[src/rtl/mips_pkg.sv]
// Shared definitions for the instruction fetch path: FSM encoding,
// reset address default and instruction word size.
package mips_pkg;

  typedef enum logic [1:0] {
    IDLE  = 2'd0,
    FETCH = 2'd1,
    HOLD  = 2'd2,
    DROP  = 2'd3
  } fetch_state_e;

  localparam logic [31:0] RESET_PC_DEFAULT = 32'h0000_0000;
  localparam logic [31:0] WORD_BYTES       = 32'd4;

  function automatic logic [31:0] word_align(input logic [31:0] addr);
    return {addr[31:2], 2'b00};
  endfunction

endpackage

[src/rtl/add4.sv]
// Program-counter incrementer: advances by one instruction word, wrapping modulo 2^32.
module add4
  import mips_pkg::*;
(
  input  logic [31:0] a,
  output logic [31:0] y
);

  assign y = a + WORD_BYTES;

endmodule

[src/rtl/fetch_sequencer.sv]
// Instruction fetch sequencer: issues word reads, holds the fetched word for
// decode, and squashes in-flight or held fetches on a control-flow redirect.
module fetch_sequencer
  import mips_pkg::*;
#(
  parameter logic [31:0] RESET_PC = RESET_PC_DEFAULT
) (
  input  logic        clk,
  input  logic        rst_n,
  output logic        imem_req,
  output logic [31:0] imem_addr,
  input  logic        imem_ack,
  input  logic [31:0] imem_rdata,
  input  logic        redirect_valid,
  input  logic [31:0] redirect_pc,
  input  logic        id_ready,
  output logic        if_valid,
  output logic [31:0] if_instr,
  output logic [31:0] if_pc4,
  output logic [31:0] fetch_count
);

  fetch_state_e state_q, state_d;
  logic [31:0]  pc_q, pc_d;
  logic [31:0]  instr_q, instr_d;
  logic [31:0]  pc4_q, pc4_d;
  logic         valid_q, valid_d;
  logic [31:0]  count_q, count_d;
  logic [31:0]  pc_plus4_s;

  add4 u_add4 (
    .a (pc_q),
    .y (pc_plus4_s)
  );

  // Next-state and datapath updates; redirect outranks ack and id_ready.
  always_comb begin
    state_d = state_q;
    pc_d    = pc_q;
    instr_d = instr_q;
    pc4_d   = pc4_q;
    valid_d = valid_q;
    count_d = count_q;
    case (state_q)
      IDLE: begin
        state_d = FETCH;
      end
      FETCH: begin
        if (redirect_valid) begin
          pc_d    = word_align(redirect_pc);
          state_d = imem_ack ? FETCH : DROP;
        end else if (imem_ack) begin
          instr_d = imem_rdata;
          pc4_d   = pc_plus4_s;
          valid_d = 1'b1;
          pc_d    = pc_plus4_s;
          state_d = HOLD;
        end else begin
          state_d = FETCH;
        end
      end
      HOLD: begin
        if (redirect_valid) begin
          pc_d    = word_align(redirect_pc);
          valid_d = 1'b0;
          state_d = FETCH;
        end else if (id_ready) begin
          valid_d = 1'b0;
          count_d = count_q + 32'd1;
          state_d = FETCH;
        end else begin
          state_d = HOLD;
        end
      end
      DROP: begin
        // The stale read must still complete; a new redirect only retargets pc.
        if (redirect_valid) begin
          pc_d = word_align(redirect_pc);
        end else begin
          pc_d = pc_q;
        end
        if (imem_ack) begin
          state_d = FETCH;
        end else begin
          state_d = DROP;
        end
      end
      default: begin
        state_d = IDLE;
        valid_d = 1'b0;
      end
    endcase
  end

  // State and datapath registers.
  always_ff @(posedge clk or negedge rst_n) begin
    if (!rst_n) begin
      state_q <= IDLE;
      pc_q    <= RESET_PC;
      instr_q <= 32'h0000_0000;
      pc4_q   <= 32'h0000_0000;
      valid_q <= 1'b0;
      count_q <= 32'h0000_0000;
    end else begin
      state_q <= state_d;
      pc_q    <= pc_d;
      instr_q <= instr_d;
      pc4_q   <= pc4_d;
      valid_q <= valid_d;
      count_q <= count_d;
    end
  end

  assign imem_req    = (state_q == FETCH);
  assign imem_addr   = pc_q;
  assign if_valid    = valid_q;
  assign if_instr    = instr_q;
  assign if_pc4      = pc4_q;
  assign fetch_count = count_q;

endmodule

[config.mk]
export PLATFORM = sky130hd
export DESIGN_NAME = fetch_sequencer
export DESIGN_NICKNAME = d
export VERILOG_FILES = /design/src/rtl/mips_pkg.sv /design/src/rtl/add4.sv /design/src/rtl/fetch_sequencer.sv
export SDC_FILE = /design/constraint.sdc
export NUM_CORES = 1
export LEC_CHECK = 0
export CAP_MARGIN = 40
export CORE_MARGIN = 2
export CORE_UTILIZATION = 50
export DETAILED_ROUTE_END_ITERATION = 12
export HOLD_SLACK_MARGIN = 0.12
export PLACE_DENSITY_LB_ADDON = 0.1
export SLEW_MARGIN = 20
export SYNTH_ARGS = -nofsm -noshare
export SYNTH_HDL_FRONTEND = slang
export SYNTH_SLANG_ARGS = --single-unit
[constraint.sdc]
create_clock -name clk -period 5.6 [get_ports clk]
set_clock_uncertainty 0.15 [all_clocks]
set_input_delay 1.12 -clock clk [delete_from_list [all_inputs] [get_ports clk]]
set_output_delay 1.12 -clock clk [all_outputs]
set_load 0.005 [all_outputs]
==> impl_results.md <==
- Hpwl dp: 11590 um
- Met1 Use GR: 31.54%
- Die footprint: 13180 um^2
- Library cells used by synthesis: 47
- Initial antenna violation count: 0
- Residual DRC: 0
- Startpoint Class: register
- Worst Hold Launch: if_instr[26]
- Row count: 40
- Setup total negative slack: 0 ns
- CTS Hold Buffers Added: 0
- GRT overflow: 0
- Synth Flop Type: dfrtp_1
- Via density: 5.528
- Top Usage Layer GRT: met2
- DRT Pass-1 Iters: 5
- Synth Instances: 648
- Layout cell share with drive strength beyond 1: 7.007%
- Synthesized area: 6140 um^2
- Starting Density: 51.11%
- Post-synth EDFFs: 0
- Hold Vio Cnt, Final: 0
- I/O pins: 199
- Average wire per standard cell: 16.65 um
- Initial drt markers: 395
- PostCTS Resize Cnt: 0
- Max clock buf depth: 2
- Outcome: finished clean
- H-tree levels: 4
- Met2 GRT Util: 42.84%
- WS Path Type: reg2out
- Global-route track usage on met3: 7.116%
- Worst Hold Class: reg2reg
- Num CTS Buffers: 17
- Core ar.: 12010 um^2
- RSZ-0062 raised after global routing: false
- GPL Wtd Cong: 0.8151
- R2r startpoint: imem_addr[2]
- First-pass GRT wire length: 26280 um
- Chip width: 114.8 um
- Final Max Tran Viols: 0
- Tmin final: 3.051 ns
- Largest net degree at the start of global routing: 85
- Ant diodes: 0
- Synth async-reset ratio: 100.0%
- Max-Cap Viols: 0
- Hold depth: 2
- Sequential fraction of the synthesis area: 51.76%
- Worst endpoint required time: 4.33 ns
- Pwr dens: 478.2 nW/um^2
- Syn. warnings: 0
- Post-detailed-route count of antenna-violating nets: 0
- FMAX: 0.3277 GHz
- IR drop worst, VDD: 0.2552 mV
- I/O Buffers: 192
- Worst rel slew slack: 49.24%
- R2r worst-path depth: 6
- Reg clk slew, reported paths: 0.05 ns
- CP endpoint kind: primary output
- #FFs+latches synth: 127
- Worst-skew pair later-pin latency: 0.41 ns
- Via count: 5467
- Post-Route WL: 16470 um
- Clk sinks: 127
- Mapped Avg Cell Area: 9.475 um^2
- Worst-margin pin slew: 0.7615 ns
- Setup Fix Bufs, Post-CTS: 0
- Vias in the first global route: 5326
- Nets: 903
- Arrival @ worst endpoint: 1.78 ns
- GRT Util Overall: 25.77%
- Reg-to-reg setup timing slack: 3.19 ns
- Setup violators final: 0
- Root Buffer: clkbuf_16
- Worst Hold Path EP: if_instr[26]
- Post-route insts no fill: 989
- Reg-to-reg endpoint: if_pc4[28]
- Pleak: 3.818 nW
- Area grow syn2layout: 42.98%
- Critical Path Fanout Max: 11
- Die Ht: 114.8 um
- CTS tree: done
- Post-Place Cells: 959
- Period utilization: 54.49%
==> worst max-delay path by stage <==
| stage | start | endpoint | slack, ns | cells past startpoint |
|---|---|---|---|---|
| 2_1_floorplan | redirect_valid | fetch_count[22] | 2.97 | 6 |
| 4_1_cts | state_q[1] | imem_req | 2.53 | 3 |
| 5_1_grt | redirect_valid | if_instr[30] | 2.43 | 7 |
| 6_report | state_q[1] | imem_req | 2.55 | 3 |
| 3_3_place_gp | redirect_valid | if_pc4[13] | 1.93 | 6 |
| 3_5_place_dp | redirect_valid | if_pc4[13] | 2.15 | 7 |
==> worst max-delay path, stage by stage (launching register included) <==
cell             delay [ns]
dfrtp_1                0.53
nand2b_1               0.25
inv_1                  0.09
clkdlybuf4s50_1        0.50
==> layer usage <==
layer | share of wire (%) | wire, um
met5 | 0 | 0
met4 | 2.5 | 412
met3 | 6.6 | 1093
met2 | 51 | 8334
met1 | 40 | 6631
==> registers in the layout, indices dropped and copies added, names as in the netlist <==
register	cells
imem_addr	30
if_valid	1
state_q	2
if_pc4	30
fetch_count	32
if_instr	32
==> metrics by stage <==
step	power (mW)	worst slack (ns)	hold slack (ns)	util (%)	instance area, um^2
after floorplan	2.174	2.970	0.3182	-	6151
after global placement	3.034	1.931	0.3086	67.73	8135
after detailed placement	3.107	2.151	0.3115	68.19	8190
after CTS	4.232	2.534	0.3254	73.08	8778
after global routing	4.452	2.435	0.3418	73.08	8778
final	4.198	2.549	0.3228	73.08	8778
==> cell families after synthesis <==
family / share of synthesized area, %
buf+inv: 3.118
fa+ha+maj: 0.6114
other cells: 0.06108
compound gates: 11.96
xor+xnor: 7.989
simple gates: 24.50
flops: 51.76
==> Yosys cell counts (2+ instances only) <==
library cell  instances  area share (%)
o22a_1                4            0.57
ha_1                  3            0.61
a22oi_1               4            0.49
and2b_1               2            0.24
and4_1                4            0.57
and3_1               13             1.3
o22ai_1              20             2.0
o211ai_1              2            0.24
nor2b_1               2            0.20
nand2_1             171              10
xor2_1               27             3.9
or3_1                 3            0.31
nand3_1              25             2.0
a21oi_1              29             2.4
or4_1                 2            0.24
nor2_4                3            0.55
nor3_1                5            0.41
nor2_1               23             1.4
nor3_2                2            0.33
dfrtp_1             127              52
xnor2_1              29             4.1
nand3_4               3            0.86
buf_2                12            0.98
or2_2                 4            0.41
buf_1                 3            0.18
o21ai_1               3            0.24
clkbuf_1             20             1.2
a2bb2oi_1            15             2.1
nor4_4                2            0.69
and2_1                5            0.51
buf_4                 4            0.49
o21ai_0              33             2.7
a31oi_1               5            0.51
o2bb2ai_1             2            0.29
nand2b_1              2            0.20
o21a_1                2            0.24
nand4_1              20             2.0
inv_1                 4            0.24
==> layout make-up <==
cell class / count / area [um^2]
fillers: 898 / 3233
flip-flops and latches: 127 / 3178
multi-input cells: 481 / 2798
repair buffers: 200 / 2016
clock buffers: 23 / 478.0
well taps: 147 / 183.9
clock inverters: 7 / 110.1
inverters: 4 / 15.01
==> cell usage in the layout, fill, tap and decap left out, types with 4 or more instances in the layout <==
cell,netlist,layout
clkdlybuf4s50_1,0,191
nand2_1,171,170
dfrtp_1,127,127
o21ai_0,33,33
xnor2_1,29,29
a21oi_1,29,29
xor2_1,27,27
nand3_1,25,25
nor2_1,23,22
nand4_1,20,20
o22ai_1,20,19
clkbuf_16,0,17
a2bb2oi_1,15,15
and3_1,13,13
nor3_1,5,5
and2_1,5,5
a31oi_1,5,5
buf_4,4,5
inv_1,4,4
a22oi_1,4,4
and4_1,4,4
or2_2,4,4
nor2_4,3,4
o22a_1,4,4
conb_1,1,4
clkinv_2,0,4
==> power breakdown <==
part           internal (mW)  switching, mW
combinational          0.884          0.651
sequential              1.24          0.327
clock                  0.726          0.373
No activity file was read; power rests on OpenSTA's default activity.
